File: config.mk
export PLATFORM = sky130hd
export DESIGN_NAME = spi_frame_ctrl
export DESIGN_NICKNAME = d
export VERILOG_FILES = /design/src/rtl/spi_frame_pkg.sv /design/src/rtl/spi_input_sync.sv /design/src/rtl/spi_frame_ctrl.sv
export SDC_FILE = /design/constraint.sdc
export NUM_CORES = 1
export LEC_CHECK = 0
export CAP_MARGIN = 10
export CORE_MARGIN = 2
export CORE_UTILIZATION = 36
export CTS_CLUSTER_SIZE = 14
export DETAILED_ROUTE_END_ITERATION = 6
export GPL_ROUTABILITY_DRIVEN = 1
export GPL_TIMING_DRIVEN = 0
export SLEW_MARGIN = 30
export SYNTH_ARGS = -nofsm -noshare
export SYNTH_HDL_FRONTEND = slang
export SYNTH_HIERARCHICAL = 1
export SYNTH_SLANG_ARGS = --single-unit
File: constraint.sdc
create_clock -name CLK -period 4.6 [get_ports CLK]
set_input_delay 0.46 -clock CLK [delete_from_list [all_inputs] [get_ports CLK]]
set_output_delay 0.46 -clock CLK [all_outputs]
set_load 0.05 [all_outputs]
File: src/rtl/spi_frame_pkg.sv
// Shared constants and state encoding for the SPI frame controller.
// Default frame/timeout values are the production settings.
package spi_frame_pkg;

    localparam int FRAME_BITS_DEF     = 256;
    localparam int CNT_W_DEF          = 9;
    localparam int TIMEOUT_CYCLES_DEF = 5000000;
    localparam int WD_W_DEF           = 23;

    typedef enum logic [1:0] {
        IDLE  = 2'd0,
        SHIFT = 2'd1,
        CHECK = 2'd2
    } state_e;

endpackage

File: src/rtl/spi_input_sync.sv
// Brings the asynchronous SPI pins into the CLK domain.
// Edge pulses are combinational on the synchronised level and its one-cycle-old copy.
module spi_input_sync (
    input  logic clk,
    input  logic rst_n,
    input  logic sclk,
    input  logic cs_n,
    input  logic mosi,
    output logic mosi_sync,
    output logic sclk_rise,
    output logic sclk_fall,
    output logic cs_rise,
    output logic cs_fall
);

    logic sclk_p0, sclk_p1, sclk_p2;
    logic cs_p0, cs_p1, cs_p2;
    logic mosi_p0, mosi_p1;

    // CS_N resets high so releasing reset never looks like a frame start.
    always_ff @(posedge clk or negedge rst_n) begin
        if (!rst_n) begin
            sclk_p0 <= 1'b0;
            sclk_p1 <= 1'b0;
            sclk_p2 <= 1'b0;
            cs_p0   <= 1'b1;
            cs_p1   <= 1'b1;
            cs_p2   <= 1'b1;
            mosi_p0 <= 1'b0;
            mosi_p1 <= 1'b0;
        end else begin
            sclk_p0 <= sclk;
            sclk_p1 <= sclk_p0;
            sclk_p2 <= sclk_p1;
            cs_p0   <= cs_n;
            cs_p1   <= cs_p0;
            cs_p2   <= cs_p1;
            mosi_p0 <= mosi;
            mosi_p1 <= mosi_p0;
        end
    end

    assign mosi_sync = mosi_p1;
    assign sclk_rise = sclk_p1 & ~sclk_p2;
    assign sclk_fall = ~sclk_p1 & sclk_p2;
    assign cs_rise   = cs_p1 & ~cs_p2;
    assign cs_fall   = ~cs_p1 & cs_p2;

endmodule

File: src/rtl/spi_frame_ctrl.sv
// SPI-slave frame controller: snapshots TX_DATA per chip-select window, shifts it out on MISO,
// shifts MOSI in, and commits RX_DATA only for exact-length frames; a watchdog zeroes the image.
module spi_frame_ctrl
    import spi_frame_pkg::*;
#(
    parameter int FRAME_BITS     = FRAME_BITS_DEF,
    parameter int CNT_W          = CNT_W_DEF,
    parameter int TIMEOUT_CYCLES = TIMEOUT_CYCLES_DEF,
    parameter int WD_W           = WD_W_DEF
) (
    input  logic                  CLK,
    input  logic                  RESET_N,
    input  logic                  SPI_SCLK,
    input  logic                  SPI_CS_N,
    input  logic                  SPI_MOSI,
    output logic                  SPI_MISO,
    input  logic [FRAME_BITS-1:0] TX_DATA,
    output logic [FRAME_BITS-1:0] RX_DATA,
    output logic                  FRAME_VALID,
    output logic                  FRAME_ERR,
    output logic                  LINK_OK,
    output logic                  BUSY,
    output logic [15:0]           FRAME_CNT
);

    localparam logic [CNT_W-1:0] CNT_FULL = CNT_W'(FRAME_BITS);
    localparam logic [CNT_W-1:0] CNT_OVF  = CNT_W'(FRAME_BITS + 1);
    localparam logic [WD_W-1:0]  WD_MAX   = WD_W'(TIMEOUT_CYCLES - 1);

    function automatic logic [CNT_W-1:0] cnt_sat_inc(input logic [CNT_W-1:0] v);
        return (v >= CNT_OVF) ? v : v + CNT_W'(1);
    endfunction

    function automatic logic [WD_W-1:0] wd_sat_inc(input logic [WD_W-1:0] v);
        return (v >= WD_MAX) ? v : v + WD_W'(1);
    endfunction

    logic mosi_sync, sclk_rise, sclk_fall, cs_rise, cs_fall;

    spi_input_sync u_sync (
        .clk       (CLK),
        .rst_n     (RESET_N),
        .sclk      (SPI_SCLK),
        .cs_n      (SPI_CS_N),
        .mosi      (SPI_MOSI),
        .mosi_sync (mosi_sync),
        .sclk_rise (sclk_rise),
        .sclk_fall (sclk_fall),
        .cs_rise   (cs_rise),
        .cs_fall   (cs_fall)
    );

    state_e                state;
    logic [FRAME_BITS-1:0] tx_shreg, rx_shreg, rx_data_q;
    logic [CNT_W-1:0]      bit_cnt;
    logic [WD_W-1:0]       wd_cnt, wd_next;
    logic [15:0]           frame_cnt_q;
    logic                  busy_q, valid_q, err_q, link_ok_q;
    logic                  commit, wd_expire;

    assign commit    = (state == CHECK) && (bit_cnt == CNT_FULL);
    assign wd_next   = wd_sat_inc(wd_cnt);
    assign wd_expire = (wd_next == WD_MAX);

    always_ff @(posedge CLK or negedge RESET_N) begin
        if (!RESET_N) begin
            state    <= IDLE;
            tx_shreg <= '0;
            rx_shreg <= '0;
            bit_cnt  <= '0;
            busy_q   <= 1'b0;
            valid_q  <= 1'b0;
            err_q    <= 1'b0;
        end else begin
            valid_q <= 1'b0;
            err_q   <= 1'b0;
            case (state)
                IDLE: begin
                    if (cs_fall) begin
                        tx_shreg <= TX_DATA;
                        bit_cnt  <= '0;
                        busy_q   <= 1'b1;
                        state    <= SHIFT;
                    end
                end
                SHIFT: begin
                    // Chip-select release wins over any SCLK edge seen in the same cycle.
                    if (cs_rise) begin
                        state <= CHECK;
                    end else begin
                        if (sclk_rise) begin
                            rx_shreg <= {rx_shreg[FRAME_BITS-2:0], mosi_sync};
                            bit_cnt  <= cnt_sat_inc(bit_cnt);
                        end
                        if (sclk_fall && (bit_cnt != '0)) begin
                            tx_shreg <= {tx_shreg[FRAME_BITS-2:0], 1'b0};
                        end
                    end
                end
                CHECK: begin
                    valid_q <= commit;
                    err_q   <= ~commit;
                    busy_q  <= 1'b0;
                    state   <= IDLE;
                end
                default: state <= IDLE;
            endcase
        end
    end

    // A commit in the expiry cycle takes precedence over the watchdog clear.
    always_ff @(posedge CLK or negedge RESET_N) begin
        if (!RESET_N) begin
            rx_data_q   <= '0;
            link_ok_q   <= 1'b0;
            wd_cnt      <= '0;
            frame_cnt_q <= '0;
        end else if (commit) begin
            rx_data_q   <= rx_shreg;
            link_ok_q   <= 1'b1;
            wd_cnt      <= '0;
            frame_cnt_q <= frame_cnt_q + 16'd1;
        end else begin
            wd_cnt <= wd_next;
            if (wd_expire) begin
                link_ok_q <= 1'b0;
                rx_data_q <= '0;
            end
        end
    end

    assign SPI_MISO    = (state != IDLE) ? tx_shreg[FRAME_BITS-1] : 1'b0;
    assign RX_DATA     = rx_data_q;
    assign FRAME_VALID = valid_q;
    assign FRAME_ERR   = err_q;
    assign LINK_OK     = link_ok_q;
    assign BUSY        = busy_q;
    assign FRAME_CNT   = frame_cnt_q;

endmodule

# Word-level counts from Yosys, hierarchy flattened
# Cells that the tools add are included.
[word_totals]
ram_bits = 0
rom_bits = 0
mem_count = 0
regBits = 830
input_bits = 261
latch_bits = 0
wordCells = 80
[op_classes]
n_mul = 0
shift = 0
n_bitwise = 10
magnitude_cmp = 2
mux = 23
addsub = 3
n_reduce_logical = 13
n_eq_ne = 10
div_mod_pow = 0
[op_table]
columns = ["operator", "n"]
rows = [
  ["256-bit 2-to-1 mux", 5],
  ["256-bit case mux with 2 select lines", 1],
  ["23-bit 2-to-1 mux", 2],
  ["9-bit 2-to-1 mux", 4],
  ["23-bit by 1-bit adder with 23-bit output (second input constant)", 1],
  ["23-bit equality test (second input constant)", 1],
  ["23-bit greater-or-equal comparator (second input constant)", 1],
  ["9-bit case mux with 2 select lines", 1],
  ["16-bit by 1-bit adder with 16-bit output (second input constant)", 1],
  ["2-bit != test (second input constant)", 6],
  ["9-bit by 1-bit adder with 9-bit output (second input constant)", 1],
  ["9-bit equality test (second input constant)", 1],
  ["9-bit greater-or-equal comparator (second input constant)", 1],
  ["9-bit nonzero test", 1],
  ["2-bit nonzero test", 4],
  ["1-bit 2-to-1 mux", 6],
  ["1-bit NOT", 6],
  ["5-bit AND reduction", 1],
  ["1-bit AND", 4],
  ["2-bit 2-to-1 mux", 2],
  ["2-bit case mux with 2 select lines", 1],
  ["2-bit AND reduction", 2],
  ["4-bit AND reduction", 1],
  ["3-bit AND reduction", 1],
  ["other kinds (5)", 6],
]

# Longest topological paths before layout
[depth]
word_depth = 6
ltp_mapped = 12

# Hierarchy
# The synthesis kept the hierarchy.
[modules_own_cells]
columns = ["mod", "instances", "seq_area_each_um2", "cells_per_inst", "area_each_um2"]
rows = [
  ["spi_frame_ctrl", 1, 20569.7, 2816, 34538.1],
  ["spi_input_sync", 1, 203.9, 12, 239.0],
]

# Worst setup path before layout
# No wires, ideal clock.
[synth_timing]
path_type = "register to register"
from = "register wd_cnt[17]"
to = "register rx_data_q[155] (netlist: RX_DATA[155])"
setup_slack_ns = 1.042
setup_time_ns = 0.137
n_path_buf = 5
arrival_time_ns = 3.421
stages_incl_launch_ff = 13
path_cell_list = "dfrtp_1 > buf_2 > or4_4 > o211a_1 > buf_2 > or4b_1 > clkbuf_1 > mux2_1 > a2111o_1 > nor4_4 > buf_4 > buf_2 > a21oi_1"
[synth_between]
elab_chain_len = 4
[synth_lines]
columns = ["item", "line", "rtl"]
rows = [
  ["start: declaration", "spi_frame_ctrl.sv:56", "logic [WD_W-1:0] wd_cnt, wd_next;"],
  ["start signal: assignment", "spi_frame_ctrl.sv:124", "wd_cnt <= wd_next;"],
  ["23-bit by 1-bit adder with 23-bit output or 23-bit greater-or-equal comparator (tied branches)", "spi_frame_ctrl.sv:35", "return (v >= WD_MAX) ? v : v + WD_W'(1);"],
  ["23-bit 2-to-1 mux *", "spi_frame_ctrl.sv:35", ""],
  ["23-bit equality test *", "spi_frame_ctrl.sv:63", "assign wd_expire = (wd_next == WD_MAX);"],
  ["2-bit nonzero test (no line) *", "n/a", ""],
  ["end signal: assignment", "spi_frame_ctrl.sv:119", "rx_data_q <= rx_shreg;"],
  ["end: declaration", "spi_frame_ctrl.sv:54", "logic [FRAME_BITS-1:0] tx_shreg, rx_shreg, rx_data_q;"],
]
# Every way passes the cells marked *; elsewhere a longest branch is shown, timed or not.
# A chain may end at the register's enable or synchronous reset.

# Final worst setup path
[layout_timing]
from = "register wd_cnt[17]"
to = "register rx_data_q[72] (netlist: RX_DATA[72])"
# The elaborated chain is that of the path after synthesis.

==> metrics.csv <==
stage,metric,value,unit
synth,Synth Flop Type,dfrtp_1,
synth,"top cells by area, synth","dfrtp_1 (60%), mux2i_1 (15%), mux2_2 (8.3%)",
timing,f_max,230,MHz
die,Die X,315,um
synth,Syn. warnings,6,
clock_network,clock sink total,830,
die,die area,0.0991,sq mm
die,Die H,315,um
detailed_routing,total wire length,93.8,mm
detailed_routing,DRC Markers,0,
placed_design,Placer Congestion,0.836,
detailed_routing,via count,23700,
clock_network,H-tree depth,3,
global_route,global-route wire length before repair,146,mm
synth,Post-synth EDFFs,0,
power_and_ir_drop,Leakage,20.9,nW
critical_path,Crit Path Class,reg -> reg,
synth,Synth Instances,2828,
power_and_ir_drop,clock share of power,0.387,
clock_network,CTS buffer count,93,
critical_path,worst-path fanout max,10,
detailed_routing,WL/cell,19.4,um
timing,Worst Skew,23.9,ps
final_layout,fin nets,3736,
timing,setup violators final,0,
global_route,final global-route overflow total,0,
power_and_ir_drop,power share of the sequential group,0.465,
global_route,pin count of the biggest net entering global routing,129,
timing,Final min period,4340,ps
detailed_routing,post-route ant nets,0,
power_and_ir_drop,Comb pwr share,0.148,
timing,worst slew pin tran,923,ps
outcome,status,completed,
final_layout,Non-Filler Instances,4829,
timing,worst rel slew slack,0.385,
power_and_ir_drop,Int Power,14.1,mW
synth,commonest cells in the netlist,"dfrtp_1 (827), mux2i_1 (514), nand2_1 (277)",
final_layout,P&R area growth vs syn,29.7,%
critical_path,"Req. time, crit path",5100,ps
timing,max-slew violations,0,
global_route,GR Util All Layers,0.187,
synth,share of the synthesized area in the top cell type,0.595,
synth,Post-Syn Area per Cell,12.3,sq um
detailed_routing,vias per cell,4.91,
critical_path,startpoint types,flop,
timing,fin crit share,0.944,
detailed_routing,1st-pass router iterations,5,
final_layout,final core utilization,0.469,
placed_design,dpl cells,4650,
hold_path,worst hold path type,in -> reg,
die,Rows,114,
flow_run,max capacitance violation total,0,
clock_network,Longest Clk Path Bufs,3,
clock_network,worst-skew pair later-pin latency,660,ps
placed_design,I/O Buffers,537,
clock_network,Root Buffer,clkbuf_16,
die,Initial Util,0.361,
die,# IOs,538,
die,core area,0.0963,sq mm
synth,Syn Std Cell Area,0.0348,sq mm
synth,largest area contributor in the netlist,dfrtp_1,
global_route,initial antenna violation count,12,
timing,RSZ-0062 raised after global routing,true,
clock_network,CTS tree,yes,
synth,Yosys reg bits,830,
synth,register area share after synthesis,0.597,
synth,post-synthesis cell type count,55,
final_layout,layout cells sized above 1,0.130,
power_and_ir_drop,Switch Pwr,5.25,mW
clock_network,"Clk pin slew, worst setup/hold paths",60,ps
synth,"FFs w/ async S/R, synth",1.00,
power_and_ir_drop,worst vdd ir,0.261,mV
global_route,vias in the first global route,24500,
timing,Hold Fails Final Rpt,0,
power_and_ir_drop,net switching share of the total power,0.272,
power_and_ir_drop,Pwr Density,429,mW/mm^2
placed_design,DP HPWL,65.2,mm
critical_path,Crit. End Element,flop,
critical_path,crit path DAT,4840,ps
timing,setup TNS,0,ps
synth,syn nets,3094,
synth,most instantiated library cell after synthesis,dfrtp_1,
detailed_routing,Iteration-0 DRC Markers,1451,
routing by layer:
| layer | wire length [um] | global-route usage |
|---|---|---|
| met2 | 42500 | 0.290 |
| met5 | 64 | 0 |
| met1 | 41200 | 0.245 |
| met3 | 7870 | 0.0668 |
| met4 | 2110 | 0.0551 |
state kept, by name (all words and copies together) (netlist names):
signal            cells
RX_DATA             256
FRAME_CNT            16
LINK_OK               1
rx_shreg            256
u_sync/sclk_p0        1
u_sync/mosi_sync      1
u_sync/mosi_p0        1
bit_cnt               9
u_sync/cs_p1          1
u_sync/sclk_p1        1
FRAME_ERR             1
u_sync/cs_p0          1
FRAME_VALID           1
u_sync/sclk_p2        1
wd_cnt               23
u_sync/cs_p2          1
state                 2
tx_shreg            256
BUSY                  1
path summary, 6_finish.rpt:
check	cells after the start	from	endpoint	slack [ps]
setup / recovery	11	wd_cnt[17]	RX_DATA[72]	260
hold / removal	1	SPI_CS_N	u_sync/cs_p0	210
setup reg to reg	11	wd_cnt[17]	RX_DATA[72]	260
hold reg to reg	0	u_sync/sclk_p0	u_sync/sclk_p1	340
max in group asynchronous	6	RESET_N	RX_DATA[70]	1970
min in group asynchronous	2	RESET_N	tx_shreg[217]	350
final cells by class:
type,instances,area [sq um]
fillers,8890,51200
inverters,8,30.0
clock inverters,34,365
flip-flops and latches,830,20800
multi-input cells,1771,13100
plain buffers,219,918
clock buffers,138,2730
well taps,1276,1600
diodes,6,15.0
repair buffers,547,5620
cell families after synthesis:
kind of cell | count (synthesis) | synth area share
AOI/OAI and AO/OA | 560 | 0.0834
xor gates and xnor gates | 35 | 0.00881
adders and majority gates | 5 | 0.00180
buffers and inverters | 227 | 0.0271
DFF | 830 | 0.597
muxes | 772 | 0.231
and+or+nand+nor | 399 | 0.0501
what timing repair did:
| action | 4_1_cts | 5_1_grt |
|---|---|---|
| cloned | 0 | 0 |
| endpoints found under the hold margin | 62 | 0 |
| endpoints found under the setup margin | 32 | 230 |
| hold buffers | 1 | 0 |
| buffers inserted | 0 | 0 |
| resized for setup | 1 | 3 |
worst max-delay path, cell delays in order, from the launching register on:
cell and delay, ps:
dfrtp_1 360, buf_2 160, or4_4 540, o211a_1 220
buf_2 170, or4_1 530, a2111oi_0 560, o2111ai_1 290
nor4_4 590, buf_4 380, buf_2 280, a21oi_1 110
power groups by stage:
| stage | registers [mW] | clock network (mW) | logic, mW |
|---|---|---|---|
| 3_5_place_dp | 9.12 | 0 | 2.90 |
| 5_1_grt | 9.13 | 8.02 | 3.28 |
| 6_report | 8.99 | 7.49 | 2.86 |
| 4_1_cts | 8.99 | 7.73 | 2.92 |
| 3_3_place_gp | 9.16 | 0 | 2.82 |
| 2_1_floorplan | 8.97 | 0 | 1.96 |
cells in the final DEF, fill, tap and decap left out, types with 7 or more instances in the layout:
cell and instances:
clkbuf_1 203, buf_16 8, clkbuf_16 94, nand4_1 12, nor2_1 40, or3_1 8
mux2_2 257, clkbuf_8 21, inv_1 8, a21oi_1 264, nand3_1 15, and4_1 7
dfrtp_1 827, buf_4 14, xor2_1 21, clkdlybuf4s50_1 536, nand2_1 277, xnor2_1 14
mux2i_1 514, buf_2 11, clkinv_2 22, o21ai_0 264, and3_1 9
metrics by stage:
| stage | worst slack, ps | area (sq um) | hold WS, ps | power (mW) |
|---|---|---|---|---|
| global route | -14.3 | 45100 | 185 | 20.4 |
| floorplan | 1040 | 34800 | 164 | 10.9 |
| detailed placement | -30.5 | 42000 | 336 | 12.0 |
| finish | 259 | 45100 | 208 | 19.3 |
| global placement | -35950 | 41700 | 333 | 12.0 |
| CTS | 45.2 | 45100 | 144 | 19.6 |
Power figures use the tool's default switching activity.
